## src/rtl/tpu_seq_ctrl.sv

```systemverilog
// tpu_seq_ctrl -- run sequencer for the TPU datapath.
//
// Waits for a rising edge of start_tpu in IDLE, latches the four stage
// enables, then runs the enabled stages in the fixed order
// matmul -> norm -> pool -> activation. Each stage sees a level start_*
// for as long as the FSM sits in its state and is left when that stage's
// done_* is sampled high. A per-stage timeout aborts the run into DONE with
// tpu_error set. done_tpu is held in DONE until software drops start_tpu.
//
// Ports:
//   clk, reset              single clock, synchronous active-high reset
//   start_tpu               run request level from the config block
//   enable_*                stage enables, latched at run start
//   done_*                  per-stage completion, sampled in the stage state
//   start_*                 per-stage run level, decoded from the state register
//   done_tpu                high while in DONE
//   tpu_error               last run aborted by timeout
//   busy_cycles             saturating count of stage-state cycles this run
//   state_o                 FSM state code (debug)
//
// A stage lasts at most TIMEOUT_CYCLES cycles: the stage is aborted in the
// cycle where the per-stage counter would reach TIMEOUT_CYCLES, unless its
// done is sampled in that same cycle.

module tpu_seq_ctrl #(
    parameter int CNT_WIDTH      = 32,
    parameter int TIMEOUT_CYCLES = 65535,
    parameter int TO_WIDTH       = 16
) (
    input  logic                 clk,
    input  logic                 reset,
    input  logic                 start_tpu,
    input  logic                 enable_matmul,
    input  logic                 enable_norm,
    input  logic                 enable_pool,
    input  logic                 enable_activation,
    input  logic                 done_mat_mul,
    input  logic                 done_norm,
    input  logic                 done_pool,
    input  logic                 done_activation,
    output logic                 start_mat_mul,
    output logic                 start_norm,
    output logic                 start_pool,
    output logic                 start_activation,
    output logic                 done_tpu,
    output logic                 tpu_error,
    output logic [CNT_WIDTH-1:0] busy_cycles,
    output logic [2:0]           state_o
);

    typedef enum logic [2:0] {
        S_IDLE   = 3'd0,
        S_MATMUL = 3'd1,
        S_NORM   = 3'd2,
        S_POOL   = 3'd3,
        S_ACT    = 3'd4,
        S_DONE   = 3'd5
    } state_t;

    state_t              state, state_nx;
    logic                start_q;
    logic [3:0]          en_q;        // bit0 matmul .. bit3 activation
    logic [TO_WIDTH-1:0] to_cnt;
    logic                run_start;
    logic                in_stage;
    logic                stage_done;
    logic                timeout;
    logic                set_err;

    // First enabled stage whose index is >= from_idx, else DONE. Stage index
    // i maps to state code i+1, so passing a stage's own state code as
    // from_idx yields the stage that follows it.
    function automatic state_t first_from(input logic [3:0] en, input logic [2:0] from_idx);
        state_t r;
        r = S_DONE;
        for (int i = 3; i >= 0; i--) begin
            if (i >= int'(from_idx) && en[i]) r = state_t'(3'(i + 1));
        end
        return r;
    endfunction

    assign run_start = (state == S_IDLE) && start_tpu && !start_q;
    assign in_stage  = (state == S_MATMUL) || (state == S_NORM) ||
                       (state == S_POOL)   || (state == S_ACT);

    // Only the current stage's done is looked at; the others are ignored.
    always_comb begin
        // NOTE: every combinational output gets a default before the case so
        // no path leaves it unassigned, which would infer a latch.
        stage_done = 1'b0;
        case (state)
            S_MATMUL: stage_done = done_mat_mul;
            S_NORM:   stage_done = done_norm;
            S_POOL:   stage_done = done_pool;
            S_ACT:    stage_done = done_activation;
            default:  stage_done = 1'b0;
        endcase
    end

    assign timeout = (TIMEOUT_CYCLES != 0) && in_stage &&
                     (to_cnt == TO_WIDTH'(TIMEOUT_CYCLES - 1));

    always_comb begin
        state_nx = state;
        set_err  = 1'b0;
        case (state)
            S_IDLE: begin
                if (run_start)
                    state_nx = first_from({enable_activation, enable_pool,
                                           enable_norm, enable_matmul}, 3'd0);
            end
            S_MATMUL, S_NORM, S_POOL, S_ACT: begin
                // done wins over a timeout in the same cycle
                if (stage_done) begin
                    state_nx = first_from(en_q, state);
                end else if (timeout) begin
                    state_nx = S_DONE;
                    set_err  = 1'b1;
                end
            end
            S_DONE: begin
                if (!start_tpu) state_nx = S_IDLE;
            end
            default: state_nx = S_IDLE;   // illegal codes 6/7 recover
        endcase
    end

    always_ff @(posedge clk) begin
        // NOTE: state registers use non-blocking assignments so every flop
        // samples pre-edge values regardless of statement order.
        if (reset) begin
            state       <= S_IDLE;
            start_q     <= 1'b0;
            en_q        <= 4'b0;
            to_cnt      <= '0;
            busy_cycles <= '0;
            tpu_error   <= 1'b0;
        end else begin
            state   <= state_nx;
            start_q <= start_tpu;

            if (run_start)
                en_q <= {enable_activation, enable_pool, enable_norm, enable_matmul};

            if (state_nx != state || !in_stage)
                to_cnt <= '0;
            else
                to_cnt <= to_cnt + TO_WIDTH'(1);

            if (run_start)
                busy_cycles <= '0;
            else if (in_stage && busy_cycles != {CNT_WIDTH{1'b1}})
                busy_cycles <= busy_cycles + CNT_WIDTH'(1);

            if (run_start)
                tpu_error <= 1'b0;
            else if (set_err)
                tpu_error <= 1'b1;
        end
    end

    assign start_mat_mul    = (state == S_MATMUL);
    assign start_norm       = (state == S_NORM);
    assign start_pool       = (state == S_POOL);
    assign start_activation = (state == S_ACT);
    assign done_tpu         = (state == S_DONE);
    assign state_o          = state;

endmodule

```

## config.mk

```make
export PLATFORM = sky130hd
export DESIGN_NAME = tpu_seq_ctrl
export DESIGN_NICKNAME = d
export VERILOG_FILES = /design/src/rtl/tpu_seq_ctrl.sv
export SDC_FILE = /design/constraint.sdc
export NUM_CORES = 1
export LEC_CHECK = 0
export CORE_AREA = 2 2 96 98
export CTS_CLUSTER_SIZE = 8
export DETAILED_ROUTE_END_ITERATION = 6
export DIE_AREA = 0 0 98 100
export PLACE_DENSITY = 0.53
export SYNTH_ARGS = -nofsm -noshare
export SYNTH_HDL_FRONTEND = slang
export SYNTH_SLANG_ARGS = --single-unit
```

## constraint.sdc

```tcl
create_clock -name clk -period 6 [get_ports clk]
set_input_delay 1.8 -clock clk [delete_from_list [all_inputs] [get_ports clk]]
set_output_delay 1.8 -clock clk [all_outputs]
set_load 0.02 [all_outputs]
```

# Yosys cells after proc, flatten, opt, wreduce, memory -nomap -nowiden
# Index checks and enable logic that the tools add are counted.
# word_totals
latch_bits	0
mem_count	0
ram_bits	0
input_bits	11
wordCells	55
output_inout_bits	41
mem_bits_ro	0
regBits	57
# classes
n_shift	0
n_mul	0
n_eq_ne	8
bitwise	0
magnitude_cmp	4
n_mux	17
add_sub_neg	2
reduce_logical	18
n_div	0
# op_table
cell	n
$add 32x1->32 const B	1
$ne 32x32->1 const B	1
$mux 3	10
$add 16x1->16 const B	1
$eq 16x16->1 const B	1
$pmux 3 s3	1
$logic_and 1x1->1	8
$eq 3x2->1 const B	2
$eq 3x3->1 const B	2
$ge 1x3->1 const A	2
$ge 2x3->1 const A	2
$mux 1	5
$logic_or 1x1->1	4
$pmux 1 s4	1
$reduce_or 2->1	2
$reduce_or 4->1	1
$eq 3x1->1 const B	1
$logic_not 3->1	1
$ne 3x3->1	1
$logic_not 1->1	2

# Longest topological paths before layout
# depth
depth_word	11
mapped_depth	9
depth_no_buf	7

# Least setup slack after synthesis
# No wires, ideal clock.
# synth_path
path_type	input-to-reg
startpoint	input port done_mat_mul
endpoint	register to_cnt[10]
path_buffers	2
cell_stages	7
t_arrival_ns	3.333
setup_slack_ns	2.579
path_cell_list	nor4bb_1 > or2_2 > or3_4 > and4b_1 > buf_6 > buf_6 > nor4_2
# synth_via
elab_chain_len	6
# synth_lines
element	line_no	source
start: declaration	37	input logic done_mat_mul,
$pmux 1 s4	91	case (state)
$mux 3	114	if (stage_done) begin
$pmux 3 s3	106	case (state)
$ne 3x3->1	145	if (state_nx != state || !in_stage)
$logic_or 1x1->1	145	
$reduce_or 2->1 (no line)	-	
end signal: assignment	148	to_cnt <= to_cnt + TO_WIDTH'(1);
end: declaration	63	logic [TO_WIDTH-1:0] to_cnt;
# No other way between the ends.
# A chain may end at the register's enable or synchronous reset.

# Final worst setup path
# layout_path
startpoint	register state[0], in the netlist state_o[0]
endpoint	output port start_mat_mul
# layout_via
elab_chain_len	1
# layout_lines
element	line_no	source
start: declaration	60	state_t state, state_nx;
start signal: assignment	139	state <= state_nx;
$eq 3x1->1	162	assign start_mat_mul = (state == S_MATMUL);
end: declaration	41	output logic start_mat_mul,
# No other way between the ends.

==> impl_metrics.tcl <==
set metrics [dict create \
    hold_viol 0 \
    grt_first_pass_wirelength_mm 11.69 \
    drive_gt1_frac 0.07360 \
    cts.sinks 56 \
    grt_pass1_vias 2474 \
    async_flop_share 0 \
    dp_slack_ns 1.894 \
    post_drt_wl_per_cell_um 13.82 \
    die_w_um 98 \
    yosysTopAreaCell "dfxtp_1" \
    syn_area_mm2 0.002969 \
    cp-end-kind "output pin" \
    synth_edf_count 0 \
    cts_tree "built" \
    vias_per_cell 5.384 \
    final_area_mm2 0.003649 \
    leakage_nw 1.096 \
    nets 407 \
    cts.path.max_buffers 2 \
    fmax_mhz 261.1 \
    crit_type "reg -> out" \
    crit_fanout 17 \
    syn_to_final_growth_pct 22.88 \
    synthDistinctLibCells 48 \
    max_cap_violations 0 \
    hold_path_class "reg -> reg" \
    synth_nets 365 \
    vdd_ir_drop_max_mv 0.09995 \
    synth_seq_area_share 0.3776 \
    clkTransAtPathRegs_ns 0.10 \
    syn_inst 351 \
    die_h_um 100 \
    cts_buffers 5 \
    rsz0062_at_grt "false" \
    place_area_mm2 0.003537 \
    synthTopCellsByCount "dfxtp_1 (56), nand2_1 (32), a21oi_1 (26)" \
    grt_max_degree 19 \
    dr.pass1.iters 4 \
    place.port_buffers 51 \
    die_area_mm2 0.009800 \
    cts_setup_buffers 0 \
    fin_worst_skew_ns 0.01280 \
    synth.top_cell.area_share 0.3776 \
    core_area_mm2 0.008890 \
    initial_core_util 0.3340 \
    n_antenna_cell 0 \
    fill_cells 909 \
    tightest_slew_ns 0.8473 \
    grt_use_total 0.1425 \
    ant_nets 0 \
    drc 0 \
    critPathLaunchType "flop" \
    dpl.hpwl_mm 5.014 \
    first_iter_violations 84 \
    design.portCount 52 \
    fin_crit_ns 3.830 \
    avgSynthCellArea_um2 8.459 \
    num_rows 35 \
    holdBufCountCts 0 \
    cts-resized-gates 0 \
    vias 2719 \
    cts-htree-levels 2 \
    finalPower_uw 708.1 \
    finalSetupViolCount 0 \
    clock_latency_ns 0.31 \
    ys_ff_latch 56 \
    maxSlewViolCount 0 \
    routabilityCongestion 0.8188 \
    fin_crit_sh 0.6383 \
    cp.arrival_ns 2.03 \
    setup_slack_ns 2.170 \
    status "finished, final reports clean" \
    synth.area.top_cells "dfxtp_1 (38%), nor4_2 (4.6%), a21oi_1 (4.4%)" \
    power_density_mw_per_mm2 194.1 \
    crit_required_ns 4.20 \
    yosysWarnings 0 \
    setup_tns_ns 0 \
    yosys_most_used_dff "dfxtp_1" \
    grt_antenna_before_repair 0 \
    maxSlewHeadroom 0.4326 \
    root_buffer "clkbuf_8" \
    grt-ovfl-total 0 \
    post-synth-top-count-cell "dfxtp_1" \
    routed_wl_mm 6.981 \
]
[cells by family (layout without fill, tap and decap cells)]
logic type / count (synthesis) / count (layout) / share of synthesized area
AO/OA/AOI/OAI: 75 / 75 / 0.1555
AND/OR/NAND/NOR: 169 / 169 / 0.3451
flip-flops: 56 / 56 / 0.3776
buffers and inverters: 27 / 70 / 0.04635
XOR/XNOR: 19 / 19 / 0.05605
multiplexers: 2 / 2 / 0.006743
adder cells (fa/ha/maj): 3 / 3 / 0.01264
[path summary, 6_finish.rpt]
check	from	to	slack, ns	cells past startpoint
setup / recovery	state_o[0]	start_mat_mul	2.17	3
hold / removal	en_q[2]	en_q[2]	0.46	2
setup reg to reg	state_o[0]	to_cnt[5]	3.50	5
hold reg to reg	en_q[2]	en_q[2]	0.46	2
[area by class of cell]
type,instances,area [um2],share of cell area
Clock buffer,5,68.82,0.01886
Clock inverter,3,42.54,0.01166
Inverter,7,26.28,0.007202
Multi-Input combinational cell,268,1710,0.4688
Sequential cell,56,1121,0.3073
Tap cell,111,138.9,0.03807
Timing Repair Buffer,55,540.5,0.1481
[flip-flops by register name, summed over array words and instances, names as in the netlist]
| signal | count |
|---|---|
| busy_cycles | 32 |
| to_cnt | 16 |
| en_q | 3 |
| state_o | 3 |
| start_q | 1 |
| tpu_error | 1 |
[power by group]
group          total, mW  internal (mW)  switching (mW)  leakage (nW)
clock network      0.248          0.124           0.125        0.0541
registers          0.383          0.376         0.00724         0.452
logic             0.0767         0.0298          0.0469         0.590
[routing by layer]
metal | wire (um) | global-route usage
met2 | 3229 | 0.2302
met3 | 260 | 0.02716
met1 | 3421 | 0.1965
met4 | 71 | 0.03739
met5 | 0 | 0
[cell usage in the layout, fill, tap and decap left out, drive strengths merged, types with 3 or more instances in the layout]
master and n:
dfxtp 56, clkdlybuf4s50 51, nand2 32, a21oi 26, nand3 20, nor4 20
o21ai 19, or3 18, nor2 17, nand4 12, xor2 10, and4 9
xnor2 9, and3 8, and2 7, inv 7, nor2b 6, o31ai 6
or4 6, nor3 6, a31oi 5, clkbuf 5, o211ai 4, buf 4
or2 3, ha 3
[through the flow]
step                      hold WS (ns)  utilization  std cells
after floorplan                 0.4318            -        351
after global placement          0.4534       0.3979        497
after detailed placement        0.4541       0.3979        497
after CTS                       0.4682       0.4104        505
after global routing            0.4995       0.4104        505
final                           0.4629       0.4104        505
[worst max-delay path, cell delays in order, from the launching register on]
cell	delay, ns
dfxtp_1	0.65
nor2b_1	0.30
and2_1	0.16
clkdlybuf4s50_1	0.61
(Power assumes the default switching activity.)
